===== src/rtl/lsp_stability.sv =====
// In-place LSP stability pass: swap adjacent inversions, clamp both ends, enforce GAP3 spacing.
// All arithmetic is delegated to the shared external sub / L_sub / add units.
module lsp_stability #(
  parameter logic [10:0] BUF_BASE = 11'd0,
  parameter logic [15:0] L_LIMIT  = 16'd40,
  parameter logic [15:0] M_LIMIT  = 16'd25681,
  parameter logic [15:0] GAP3     = 16'd321
) (
  input  logic        clk,
  input  logic        reset,
  input  logic        start,
  input  logic [15:0] subIn,
  input  logic [31:0] L_subIn,
  input  logic [15:0] addIn,
  input  logic [31:0] memIn,
  output logic [15:0] subOutA,
  output logic [15:0] subOutB,
  output logic [31:0] L_subOutA,
  output logic [31:0] L_subOutB,
  output logic [15:0] addOutA,
  output logic [15:0] addOutB,
  output logic [31:0] memOut,
  output logic [10:0] memReadAddr,
  output logic [10:0] memWriteAddr,
  output logic        memWriteEn,
  output logic        done
);

  typedef enum logic [3:0] {
    IDLE, P1_ADDR, P1_RDJ, P1_CMP, P1_SWP0, P1_SWP1, LL_ADDR, LL_CHK,
    P2_ADDR, P2_RDJ, P2_DIFF, P2_GAP, UL_ADDR, UL_CHK, DONE
  } state_t;

  state_t      state;
  logic [3:0]  j;
  logic [15:0] a;
  logic [15:0] b;
  logic [31:0] diff;

  logic [3:0]  j1;
  logic [15:0] mem_word;
  logic        unused_bits;

  assign j1          = j + 4'd1;
  assign mem_word    = memIn[15:0];
  assign unused_bits = ^{memIn[31:16], subIn[14:0]};

  function automatic logic [10:0] addr_of(input logic [3:0] idx);
    return {BUF_BASE[10:4], idx};
  endfunction

  function automatic logic [31:0] sext(input logic [15:0] x);
    return {{16{x[15]}}, x};
  endfunction

  always_ff @(posedge clk) begin
    if (reset) begin
      state <= IDLE;
      j     <= 4'd0;
      a     <= 16'd0;
      b     <= 16'd0;
      diff  <= 32'd0;
    end else begin
      case (state)
        IDLE: if (start) begin
          j     <= 4'd0;
          state <= P1_ADDR;
        end
        P1_ADDR: state <= P1_RDJ;
        P1_RDJ: begin
          a     <= mem_word;
          state <= P1_CMP;
        end
        P1_CMP: begin
          b <= mem_word;
          if (L_subIn[31]) begin
            state <= P1_SWP0;
          end else begin
            j     <= j1;
            state <= (j == 4'd8) ? LL_ADDR : P1_ADDR;
          end
        end
        P1_SWP0: state <= P1_SWP1;
        P1_SWP1: begin
          j     <= j1;
          state <= (j == 4'd8) ? LL_ADDR : P1_ADDR;
        end
        LL_ADDR: state <= LL_CHK;
        LL_CHK: begin
          j     <= 4'd0;
          state <= P2_ADDR;
        end
        P2_ADDR: state <= P2_RDJ;
        P2_RDJ: begin
          a     <= mem_word;
          state <= P2_DIFF;
        end
        P2_DIFF: begin
          diff  <= L_subIn;
          state <= P2_GAP;
        end
        P2_GAP: begin
          j     <= j1;
          state <= (j == 4'd8) ? UL_ADDR : P2_ADDR;
        end
        UL_ADDR: state <= UL_CHK;
        UL_CHK:  state <= DONE;
        DONE:    state <= IDLE;
        default: state <= IDLE;
      endcase
    end
  end

  // Outputs decode directly from state; anything not driven this cycle stays 0.
  always_comb begin
    subOutA      = 16'd0;
    subOutB      = 16'd0;
    L_subOutA    = 32'd0;
    L_subOutB    = 32'd0;
    addOutA      = 16'd0;
    addOutB      = 16'd0;
    memOut       = 32'd0;
    memReadAddr  = 11'd0;
    memWriteAddr = 11'd0;
    memWriteEn   = 1'b0;
    done         = 1'b0;
    case (state)
      P1_ADDR, P2_ADDR: memReadAddr = addr_of(j);
      P1_RDJ, P2_RDJ:   memReadAddr = addr_of(j1);
      P1_CMP, P2_DIFF: begin
        L_subOutA = sext(mem_word);
        L_subOutB = sext(a);
      end
      P1_SWP0: begin
        memWriteEn   = 1'b1;
        memWriteAddr = addr_of(j);
        memOut       = {16'd0, b};
      end
      P1_SWP1: begin
        memWriteEn   = 1'b1;
        memWriteAddr = addr_of(j1);
        memOut       = {16'd0, a};
      end
      LL_ADDR: memReadAddr = addr_of(4'd0);
      LL_CHK: begin
        subOutA = mem_word;
        subOutB = L_LIMIT;
        if (subIn[15]) begin
          memWriteEn   = 1'b1;
          memWriteAddr = addr_of(4'd0);
          memOut       = {16'd0, L_LIMIT};
        end
      end
      P2_GAP: begin
        L_subOutA = diff;
        L_subOutB = {16'd0, GAP3};
        if (L_subIn[31]) begin
          addOutA      = a;
          addOutB      = GAP3;
          memWriteEn   = 1'b1;
          memWriteAddr = addr_of(j1);
          memOut       = {16'd0, addIn};
        end
      end
      UL_ADDR: memReadAddr = addr_of(4'd9);
      UL_CHK: begin
        subOutA = M_LIMIT;
        subOutB = mem_word;
        if (subIn[15]) begin
          memWriteEn   = 1'b1;
          memWriteAddr = addr_of(4'd9);
          memOut       = {16'd0, M_LIMIT};
        end
      end
      DONE: done = 1'b1;
      default: ;
    endcase
  end

endmodule


===== config.mk =====
export PLATFORM = sky130hd
export DESIGN_NAME = lsp_stability
export DESIGN_NICKNAME = d
export VERILOG_FILES = /design/src/rtl/lsp_stability.sv
export SDC_FILE = /design/constraint.sdc
export NUM_CORES = 1
export LEC_CHECK = 0
export ABC_AREA = 1
export CAP_MARGIN = 10
export CORE_MARGIN = 10
export CORE_UTILIZATION = 39
export CTS_CLUSTER_SIZE = 30
export DETAILED_ROUTE_END_ITERATION = 16
export GPL_ROUTABILITY_DRIVEN = 1
export GPL_TIMING_DRIVEN = 0
export PLACE_DENSITY = 0.87
export SLEW_MARGIN = 20
export SYNTH_ARGS = -nofsm -noshare
export SYNTH_HDL_FRONTEND = slang
export SYNTH_SLANG_ARGS = --single-unit

===== constraint.sdc =====
create_clock -name clk -period 4.6 [get_ports clk]
set_input_delay 1.38 -clock clk [delete_from_list [all_inputs] [get_ports clk]]
set_output_delay 1.38 -clock clk [all_outputs]
set_load 0.05 [all_outputs]

# After elaboration in Yosys (flattened, before gate mapping)
# Index checks and enable logic that the tools add are counted.
dict set report classes {
  n_addsub 1
  n_mul 0
  shift 0
  order_cmp 0
  div_mod_pow 0
  reduce_logical 9
  mux 28
  n_bitwise 0
  n_eq_ne 17
}
# cell n
set op_table {}
lappend op_table {{32-bit one-hot mux with 2 select lines} 2}
lappend op_table {{16-bit one-hot mux with 5 select lines} 1}
lappend op_table {{16-bit one-hot mux with 2 select lines} 2}
lappend op_table {{4-bit one-hot mux with 14 select lines} 1}
lappend op_table {{16-bit 2-to-1 mux} 3}
lappend op_table {{4-bit == test, second input constant} 8}
lappend op_table {{4-bit one-hot mux with 4 select lines} 2}
lappend op_table {{4-bit 2-to-1 mux} 5}
lappend op_table {{9-bit 2-to-1 mux} 2}
lappend op_table {{4-bit by 3-bit == test with 1-bit output, second input constant} 4}
lappend op_table {{15-bit 2-to-1 mux} 1}
lappend op_table {{4-bit one-hot mux with 3 select lines} 1}
lappend op_table {{2-bit OR reduction} 6}
lappend op_table {{3-bit 2-to-1 mux} 3}
lappend op_table {{4-bit by 2-bit == test with 1-bit output, second input constant} 2}
lappend op_table {{6-bit 2-to-1 mux} 1}
lappend op_table {{4-bit by 1-bit adder with 4-bit output, second input constant} 1}
lappend op_table {{4-bit by 1-bit == test with 1-bit output, second input constant} 1}
lappend op_table {{4-bit logical NOT} 1}
lappend op_table {{2-bit != test, second input constant} 2}
lappend op_table {{4-bit nonzero test} 1}
lappend op_table {{1-bit 2-to-1 mux} 3}
lappend op_table {{1-bit one-hot mux with 3 select lines} 1}
lappend op_table {{3-bit AND reduction} 1}
dict set report word_totals {
  in_bits 99
  regBits 72
  memories 0
  rom_bits 0
  latchBits 0
  ramBits 0
  word_cells 60
}

# Logic depth before layout (Yosys ltp)
dict set report depth {
  ltp_word 4
  mapped_depth 8
}

# Worst setup path before layout
# Ideal clock, no wire load.
dict set report synth_path {
  kind {input to output}
  start {input memIn[11]}
  end {output L_subOutA[11]}
  stages 2
  t_arrival_ps 2533
  t_required_ps 3220
  n_path_buf 0
  setup_slack_ps 687
  path_cell_list {inv_1 > o21ai_0}
}
dict set report synth_via {
  elab_chain_len 1
}
# item line
set synth_rtl {}
lappend synth_rtl {{start, declared} 15} ;# input logic [31:0] memIn,
lappend synth_rtl {{32-bit one-hot mux with 2 select lines} 127} ;# case (state)
lappend synth_rtl {{end, declared} 18} ;# output logic [31:0] L_subOutA,
# Every way passes these cells.

# Worst setup path in the final report
dict set report layout_path {
  start {input memIn[15]}
  end {output L_subOutA[16]}
}
# The elaborated chain is that of the path after synthesis.

==> summary.txt <==
outcome -> finished, final reports clean
WS Path Type -> in -> out
GR Overflow Total -> 0
M2 GR Usage -> 35.1%
final worst path period need -> 4560 ps
Hold Path Stages -> 2
Top Usage Layer GRT -> met2
CP peak stage delay -> 810 ps
post-synthesis sequential area ratio -> 33.9%
final hold vios -> 0
Setup violations, final -> 0
Mapped Area -> 4250 um2
PortBufs -> 208
crit-path cells -> clkdlybuf4s50_1 > o21ai_2 > buf_4 > nand2_1 > clkdlybuf4s50_1
Pleak -> 3.19 nW
M3 GR Usage -> 9.32%
number of H-tree levels -> 3
Core Box Area -> 10700 um2
vias in the first global route -> 5044
Peak VDD IR -> 0.000195 V
fill count -> 981
Max Clock Freq -> 219 MHz
crit-path max FO -> 10
Initial Utilization -> 39.5%
R2R cell count -> 8
layout cell share with drive strength beyond 1 -> 13.3%
initial antenna violation count -> 0
first-pass GRT wire length -> 27900 um
Post-CTS Setup Bufs -> 0
clk_lat worst skew -> 360 ps
routed vias/inst -> 4.78
maxcap violations -> 0
Distinct cells, synth -> 27
row cnt -> 38
EDFF count, synth -> 0
setup_tns -> 0 ps
Post-synth ARST share -> 0%
number of iterations in the first detailed-routing pass -> 5
Routed WL -> 17600 um
CP Launch Type -> input port
Max transition margin -> 60.8%
Worst EP arrival -> 3180 ps
endpoint type of the worst setup path -> output pin
Die ar. -> 15500 um2
Max Root-Sink Buffers -> 2
drt first-iter violations -> 372
met1 Track Usage GR -> 25.1%
r2r setup slk -> 3070 ps
gpl congestion -> 0.892
Clock transition at path regs -> 80 ps
dominant cells by area after synthesis -> dfxtp_1 34%, nor2_1 12%, buf_4 12%
WL/cell -> 16.6 um
CP max stage cell -> clkdlybuf4s50_1
CTS root buf -> clkbuf_8
fin area -> 6810 um2
Primary FF master, synth -> dfxtp_1
Remaining DRCs -> 0
Nets -> 1015
Max Clock Skew -> 13.3 ps
Worst Tran Pin Value -> 586 ps
Final ANT Viol Nets -> 0
Area growth, synth to finish -> 60.3%
cell count after synthesis -> 653
largest net degree at the start of global routing -> 18
CP required -> 3220 ps
Placement Cell Area -> 6660 um2
Synth Warn # -> 0
most area-hungry cell type in the Yosys netlist -> dfxtp_1
top post-synthesis cells by count -> 141 x nor2_1, 110 x nand2_1, 86 x o21ai_0
n_diodes -> 0
Die H -> 124 um
Layout Cells excl Fill -> 1059
Hold-fix buffers, CTS -> 0
Slew Limit Fails -> 0
RSZ-0062 raised after global routing -> false
Storage cell area -> 1440 um2
Die Wd -> 124 um
top-count cell post-synth -> nor2_1
Power Density -> 220 nW/um2
min-delay worst type -> reg -> reg
Tcrit/Tclk final -> 99.1%
hpwl dp -> 14400 um
Mean Syn Cell Area -> 6.51 um2
CP dominant cell by count -> clkdlybuf4s50_1
multi-input logic area -> 2130 um2
flip-flop and latch count after synthesis -> 72
CTS sink count -> 72
dpl cells -> 1043
post-synth top area share -> 33.9%
global-route usage over all layers -> 21.9%
IO Pins -> 283
CTS tree -> yes
CTS buffer count -> 9
DR vias -> 5061
-- flip-flops by register name (all words and copies together), names as in the netlist --
register,cells
diff,32
a,16
b,16
j,4
state,4
-- logic make-up after synthesis --
kind of cell,synth area share [%]
adder cells (fa/ha/maj),0.589
flip-flops,33.9
buffers and inverters,19.8
AND/OR/NAND/NOR,25.1
other,0.0883
XOR/XNOR,0.412
AO/OA/AOI/OAI,20.1
-- final cells by class --
cell class / count / area share, %
Tap cell: 140 / 2.57
Inverter: 58 / 3.20
Buffer: 94 / 9.15
Clock buffer: 10 / 1.87
Timing Repair Buffer: 208 / 30.1
Sequential cell: 72 / 21.2
Multi-Input combinational cell: 471 / 31.3
Clock inverter: 6 / 0.625
-- power breakdown --
part / internal (mW) / switching [mW]
Sequential: 0.648 / 0.0118
Clock: 0.198 / 0.266
Combinational: 0.129 / 0.245
-- worst paths after layout --
kind	start	end
worst max-delay path	memIn[15]	L_subOutA[16]
worst min-delay path	j[3]	j[3]
worst max register to register	state[3]	j[1]
worst min register to register	j[3]	j[3]
-- through the flow --
stage / total power, mW / hold WS, ps / util [%] / worst slack (ps)
2_1_floorplan: 0.915 / 448 / - / 687
3_3_place_gp: 1.04 / 473 / 62.0 / -321
3_5_place_dp: 1.04 / 477 / 62.0 / -357
4_1_cts: 1.49 / 489 / 63.4 / 1.82
5_1_grt: 1.56 / 497 / 63.4 / 0.391
6_report: 1.50 / 491 / 63.4 / 41.6
-- what timing repair did --
item / in CTS / in global routing
endpoints found under the setup margin: 50 / 37
gates resized for setup: 50 / 28
pin swaps: 0 / 0
endpoints found under the hold margin: 0 / 0
-- layer usage --
layer	wire length, um	vias to the layer above
met3	2090	32
li1	-	2508
met5	0	-
met1	6960	2243
met2	8130	278
met4	453	0
-- cell usage in the layout (no fill, tap or decap), types with 9 or more instances in the layout --
cell type,synthesis,routed
clkdlybuf4s50_1,0,167
nor2_1,141,140
nand2_1,110,110
o21ai_0,86,86
dfxtp_1,72,72
buf_4,66,66
inv_1,52,52
conb_1,1,43
a21oi_1,39,39
clkbuf_1,15,16
dlygate4sd2_1,0,14
buf_2,12,12
o211ai_1,12,12
o2111ai_1,9,9
clkbuf_8,0,9
-- critical path: cells and delay by family --
kind | cells | cell delay (ps)
simple gates | 1 | 70
buf+inv | 3 | 1560
compound gates | 1 | 160
Power figures use the tool's default switching activity.
==> patch 1: new RTL, config.mk and constraints unchanged <==
Set the parameter `M_LIMIT` to 16'd16384 (it was 16'd25681).
--- a/src/rtl/lsp_stability.sv
+++ b/src/rtl/lsp_stability.sv
@@ -4,5 +4,5 @@
   parameter logic [10:0] BUF_BASE = 11'd0,
   parameter logic [15:0] L_LIMIT  = 16'd40,
-  parameter logic [15:0] M_LIMIT  = 16'd25681,
+  parameter logic [15:0] M_LIMIT  = 16'd16384,
   parameter logic [15:0] GAP3     = 16'd321
 ) (
Check against the original RTL: no difference found for any inputs over 10 cycles, from zero or initial values and one cycle with reset high; that may be too few to reach the edited logic, so the function may still have changed.
==> patch 1 against the original RTL <==
- sequential cell count stayed put
- worst setup slack better by 0.019 ns
- critical path depth decreased by 1
- area after synthesis increased by 3.1%
- total power increased by 20%
- sequential power rose by 2%
- wire length grew 1.6%
- hold slack improved by 0.024 ns
- first-iteration DRC count down 27%
- design area rose by 3.4%
- critical path type unchanged
==> patch 1: results (changes against the original RTL) <==
stage,metric,value,unit,change
clock_network,root_buffer,clkbuf_16,,was clkbuf_8
flow_run,max_cap_violations,0,,unchanged
power,ir_drop,0.2447,mV,was 0.1953 mV
layout,fill_cells,983,,was 981
placement,gp_congestion,0.9272,,was 0.8924
timing,fin_crit_sh,98.67,%,was 99.10%
timing,worst_clock_skew,0.007773,ns,was 0.01334 ns
timing,tightest_slew,0.5620,ns,was 0.5860 ns
global_route,grt_max_degree,18,,unchanged
logic_synthesis,synth.distinct_cells,32,,was 27
layout,top_regs,"diff (32), a (16), b (16)",,unchanged
clock_network,clkSlewWorstSetupHoldPaths,0.06,ns,was 0.08 ns
clock_network,cts_tree,built,,unchanged
logic_synthesis,synth_warnings,0,,unchanged
placement,place_ws,-0.2062,ns,was -0.3566 ns
detailed_routing,drtIter0Drc,273,,was 372
layout,nNetsFinal,1024,,was 1015
logic_synthesis,yosysSeqAreaShare,32.91,%,was 33.93%
placement,dpl_cell_area,6794,um2,was 6663 um2
power,power.internal,1.182,mW,was 0.9757 mW
logic_synthesis,ys_async_sr_fraction,0,%,unchanged
layout,multi_input_area_share,31.85,%,was 31.29%
logic_synthesis,ys_top_cells_by_area,"dfxtp_1 33%, nor2_1 12%, buf_4 11%",,"was dfxtp_1 34%, nor2_1 12%, buf_4 12%"
detailed_routing,drtPass1Iterations,5,,unchanged
global_route,grt_pass1_vias,5018,,was 5044
layout,sh_seq_area,20.47,%,was 21.16%
global_route,antenna_found_initial,0,,unchanged
worst_setup_path,worstPathArrival,3.16,ns,was 3.18 ns
layout,bufAreaShareNonClock,37.98,%,was 39.28%
layout,layout.comb_gates.multi_input,481,,was 471
layout,n_clock_buffer,9,,was 10
worst_setup_path,crit_slowest_cell,clkdlybuf4s50_1,,unchanged
worst_setup_path,critPathTopFamily,buffers and inverters,,unchanged
outcome,status,completed,,unchanged
placement,hpwl,14340,um,was 14390 um
detailed_routing,detail_route.wl_per_cell,16.77,um,was 16.64 um
power,p_leak,3.246,nW,was 3.195 nW
detailed_routing,num_vias,5113,,was 5061
logic_synthesis,syn_area_per_cell,6.615,um2,was 6.505 um2
global_route,grt_pass1_wl,27710,um,was 27860 um
layout,clk_share,4.105,%,was 2.499%
clock_network,clock_latency,0.34,ns,was 0.36 ns
layout,signal_buffers,301,,was 302
layout,antenna_cells,0,,unchanged
placement,io_buffers,208,,unchanged
layout,drive_above_1_share,15.30,%,was 13.28%
detailed_routing,routed_wl,17910,um,was 17620 um
placement,placed_cells,1052,,was 1043
layout,final_util,64.38,%,was 63.38%
worst_setup_path,cp_slowest_stage_delay,0.86,ns,was 0.81 ns
logic_synthesis,synthTopCellsByCount,"143 x nor2_1, 114 x nand2_1, 72 x dfxtp_1",,"was 141 x nor2_1, 110 x nand2_1, 86 x o21ai_0"
worst_setup_path,worstPathMaxFanout,10,,unchanged
global_route,grt_usage,21.27,%,was 21.88%
[patch 1: cell types whose count changed after synthesis, moves of 5 or more]
cell | before | now
o21ai_0 | 86 | 68
o21ai_2 | 1 | 18
clkbuf_1 | 15 | 7
nand3_1 | 5 | 11
o211ai_1 | 12 | 18
o2111ai_1 | 9 | 4
[patch 1: layer usage]
layer / part of all wire (%) / global-route usage, % / wire (um)
met2: 47 / 34.90 / 8388
met5: 0 / 0 / 0
met4: 1.4 / 5.291 / 251
met3: 12 / 9.144 / 2139
met1: 40 / 25.00 / 7132
[patch 1: worst paths after layout]
path                               from               endpoint  slack [ns]  depth (start not counted)
setup reg to reg  state[2]$_SDFFE_PP0P_     a[13]$_SDFFE_PP0N_        3.08                          6
hold reg to reg   diff[25]$_SDFFE_PP0P_  diff[25]$_SDFFE_PP0P_        0.51                          2
setup / recovery            L_subIn[31]             memWriteEn        0.06                          4
hold / removal    diff[25]$_SDFFE_PP0P_  diff[25]$_SDFFE_PP0P_        0.51                          2
[patch 1: cell families after synthesis]
logic type,synth area share (%)
xor+xnor,0.2000
flops,32.91
other cells,0.08563
buf+inv,19.66
fa+ha+maj,0.5713
compound gates,20.66
simple gates,25.91
[patch 1: what timing repair did]
action                                 4_1_cts  5_1_grt
endpoints found under the hold margin        0        0
hold buffers                                 0        0
setup buffers                                0        0
gates resized for setup                     34       14
setup endpoints to repair                   50       25
pin swaps                                    0        0
[patch 1: power groups by stage]
stage	clock (mW)	combinational (mW)	sequential, mW
after floorplan	0	0.296	0.684
final	0.685	0.442	0.676
after global placement	0	0.430	0.689
after global routing	0.715	0.476	0.680
after CTS	0.685	0.437	0.676
after detailed placement	0	0.435	0.690
==> patch 2: new RTL, same flow settings <==
Without the edit above. Add an input register stage for `start`, `subIn`, `L_subIn`, `addIn` and `memIn`, cleared by the reset; this delays them by one clock.
--- a/src/rtl/lsp_stability.sv
+++ b/src/rtl/lsp_stability.sv
@@ -32,4 +32,26 @@
   } state_t;
 
+  logic start_q;
+  logic [15:0] subIn_q;
+  logic [31:0] L_subIn_q;
+  logic [15:0] addIn_q;
+  logic [31:0] memIn_q;
+
+  always_ff @(posedge clk) begin
+    if (reset) begin
+      start_q   <= '0;
+      subIn_q   <= '0;
+      L_subIn_q <= '0;
+      addIn_q   <= '0;
+      memIn_q   <= '0;
+    end else begin
+      start_q   <= start;
+      subIn_q   <= subIn;
+      L_subIn_q <= L_subIn;
+      addIn_q   <= addIn;
+      memIn_q   <= memIn;
+    end
+  end
+
   state_t      state;
   logic [3:0]  j;
@@ -43,6 +65,6 @@
 
   assign j1          = j + 4'd1;
-  assign mem_word    = memIn[15:0];
-  assign unused_bits = ^{memIn[31:16], subIn[14:0]};
+  assign mem_word    = memIn_q[15:0];
+  assign unused_bits = ^{memIn_q[31:16], subIn_q[14:0]};
 
   function automatic logic [10:0] addr_of(input logic [3:0] idx);
@@ -63,5 +85,5 @@
     end else begin
       case (state)
-        IDLE: if (start) begin
+        IDLE: if (start_q) begin
           j     <= 4'd0;
           state <= P1_ADDR;
@@ -74,5 +96,5 @@
         P1_CMP: begin
           b <= mem_word;
-          if (L_subIn[31]) begin
+          if (L_subIn_q[31]) begin
             state <= P1_SWP0;
           end else begin
@@ -97,5 +119,5 @@
         end
         P2_DIFF: begin
-          diff  <= L_subIn;
+          diff  <= L_subIn_q;
           state <= P2_GAP;
         end
@@ -146,5 +168,5 @@
         subOutA = mem_word;
         subOutB = L_LIMIT;
-        if (subIn[15]) begin
+        if (subIn_q[15]) begin
           memWriteEn   = 1'b1;
           memWriteAddr = addr_of(4'd0);
@@ -155,10 +177,10 @@
         L_subOutA = diff;
         L_subOutB = {16'd0, GAP3};
-        if (L_subIn[31]) begin
+        if (L_subIn_q[31]) begin
           addOutA      = a;
           addOutB      = GAP3;
           memWriteEn   = 1'b1;
           memWriteAddr = addr_of(j1);
-          memOut       = {16'd0, addIn};
+          memOut       = {16'd0, addIn_q};
         end
       end
@@ -167,5 +189,5 @@
         subOutA = M_LIMIT;
         subOutB = mem_word;
-        if (subIn[15]) begin
+        if (subIn_q[15]) begin
           memWriteEn   = 1'b1;
           memWriteAddr = addr_of(4'd9);
Formal check against the unedited RTL: not equivalent (Yosys sat finds a counterexample within 4 cycles, from zero or initial values and one cycle with reset high).
==> patch 2 against the original RTL <==
- clock skew fell by 0.0042 ns
- count of clock-buffer cells in the layout rose by 10
- worst setup slack improved by 0.23 ns
- wire length rose by 30%
- design area rose by 36%
- die area rose by 37%
- via count rose by 25%
- area after synthesis rose by 44%
- sequential share of layout area rose by 8.7 points
- clock power rose to 3.1 times the old value
- sequential cell count rose by 66
- total power rose by 99%
- highest routed layer unchanged
==> patch 2: results (changes against the original RTL) <==
stage,metric,value,unit,change
global_route,grt_pass1_wl,34580,um,was 27860 um
layout,top_regs,"L_subIn_q (32), diff (32)",,"was diff (32), a (16), b (16)"
placement,hpwl,17780,um,was 14390 um
layout,instances_no_fill,1349,,was 1059
power,p_leak,4.167,nW,was 3.195 nW
worst_setup_path,crit_type,reg2out,,was in2out
detailed_routing,drtIter0Drc,499,,was 372
placement,place_ws,0.1466,ns,was -0.3566 ns
clock_network,root_buffer,clkbuf_16,,was clkbuf_8
logic_synthesis,syn_area_per_cell,7.148,um2,was 6.505 um2
logic_synthesis,synth.distinct_cells,29,,was 27
global_route,grt_pass1_vias,6268,,was 5044
timing,setup_ws,0.2753,ns,was 0.04161 ns
placement,gp_congestion,0.8672,,was 0.8924
detailed_routing,drt-vias-per-instance,4.698,,was 4.779
timing,relSlewSlack,55.61,%,was 60.81%
power,sw_frac_of_total,23.83,%,was 34.88%
logic_synthesis,synthTopCellsByCount,"204 x nor2_1, 138 x dfxtp_1, 117 x inv_1",,"was 141 x nor2_1, 110 x nand2_1, 86 x o21ai_0"
logic_synthesis,synth-adder-area-share,0.4080,%,was 0.5891%
global_route,grt_usage,20.61,%,was 21.88%
logic_synthesis,synth-xor-area-share,0.2856,%,was 0.4124%
layout,drive_above_1_share,11.60,%,was 13.28%
logic_synthesis,synth-compound-area-share,14.40,%,was 20.12%
detailed_routing,routed_wl,22880,um,was 17620 um
worst_setup_path,worstPathArrival,2.94,ns,was 3.18 ns
layout,fill_cells,1361,,was 981
clock_network,cts_resized,1,,was 50
worst_setup_path,worstPathMaxFanout,17,,was 10
placement,dpl_cell_area,8627,um2,was 6663 um2
layout,nNetsFinal,1227,,was 1015
outcome,status,completed,,unchanged
clock_network,cts-htree-levels,4,,was 3
clock_network,numCtsBuffers,17,,was 9
power,ir_drop,0.2490,mV,was 0.1953 mV
logic_synthesis,yosysSeqAreaShare,45.04,%,was 33.93%
worst_setup_path,r2r_slack,2.95,ns,was 3.07 ns
timing,fin_hold_ws,0.4500,ns,was 0.4905 ns
clock_network,clock_latency,0.42,ns,was 0.36 ns
timing,worst_clock_skew,0.009175,ns,was 0.01334 ns
clock_network,clkSlewWorstSetupHoldPaths,0.06,ns,was 0.08 ns
logic_synthesis,ys_top_cells_by_area,"dfxtp_1 45%, nor2_1 12%, buf_4 7.8%",,"was dfxtp_1 34%, nor2_1 12%, buf_4 12%"
==> patch 2: changes by cell type in the layout (fill, tap and decap cells not counted), sizes merged, moves of 2 or more <==
cell	before	now
clkinv	3	6
nor3	4	1
clkdlybuf4s50	167	207
dfxtp	72	138
a21oi	39	41
o21ai	91	93
bufinv	0	4
buf	79	85
dlymetal6s2s	8	0
clkdlybuf4s15	10	0
clkbuf	33	38
nor2	144	208
inv	59	122
dlygate4sd2	14	0
==> patch 2: cell type report <==
cell class | count | area (um2) | share of cell area, %
clock inverters | 11 | 168.9 | 1.824
clock buffers | 20 | 456.7 | 4.932
well taps | 211 | 264.0 | 2.851
repair buffers | 207 | 2072 | 22.38
plain buffers | 103 | 684.4 | 7.391
inverters | 122 | 459.2 | 4.959
flip-flops and latches | 138 | 2763 | 29.83
multi-input cells | 537 | 2392 | 25.83
==> patch 2: power by group through the flow <==
stage | Combinational (mW) | Clock [mW] | Sequential, mW
final | 0.288 | 1.45 | 1.25
after global routing | 0.308 | 1.51 | 1.26
after detailed placement | 0.283 | 0 | 1.28
after global placement | 0.280 | 0 | 1.28
after floorplan | 0.188 | 0 | 1.27
after CTS | 0.284 | 1.45 | 1.25
==> patch 2: path summary, 6_finish.rpt <==
path | startpoint | endpoint | cells past startpoint
setup / recovery | state[1]$_SDFFE_PP0P_ | L_subOutB[25] | 9
hold / removal | L_subIn_q[8]$_SDFF_PP0_ | diff[8]$_SDFFE_PP0P_ | 2
setup reg to reg | state[1]$_SDFFE_PP0P_ | diff[12]$_SDFFE_PP0P_ | 6
hold reg to reg | L_subIn_q[8]$_SDFF_PP0_ | diff[8]$_SDFFE_PP0P_ | 2
==> patch 2: routing by layer <==
layer	GRT usage (%)	part of all wire [%]
met5	0	0
met4	7.432	2.6
met3	8.538	11
met2	34.71	48
met1	22.84	39
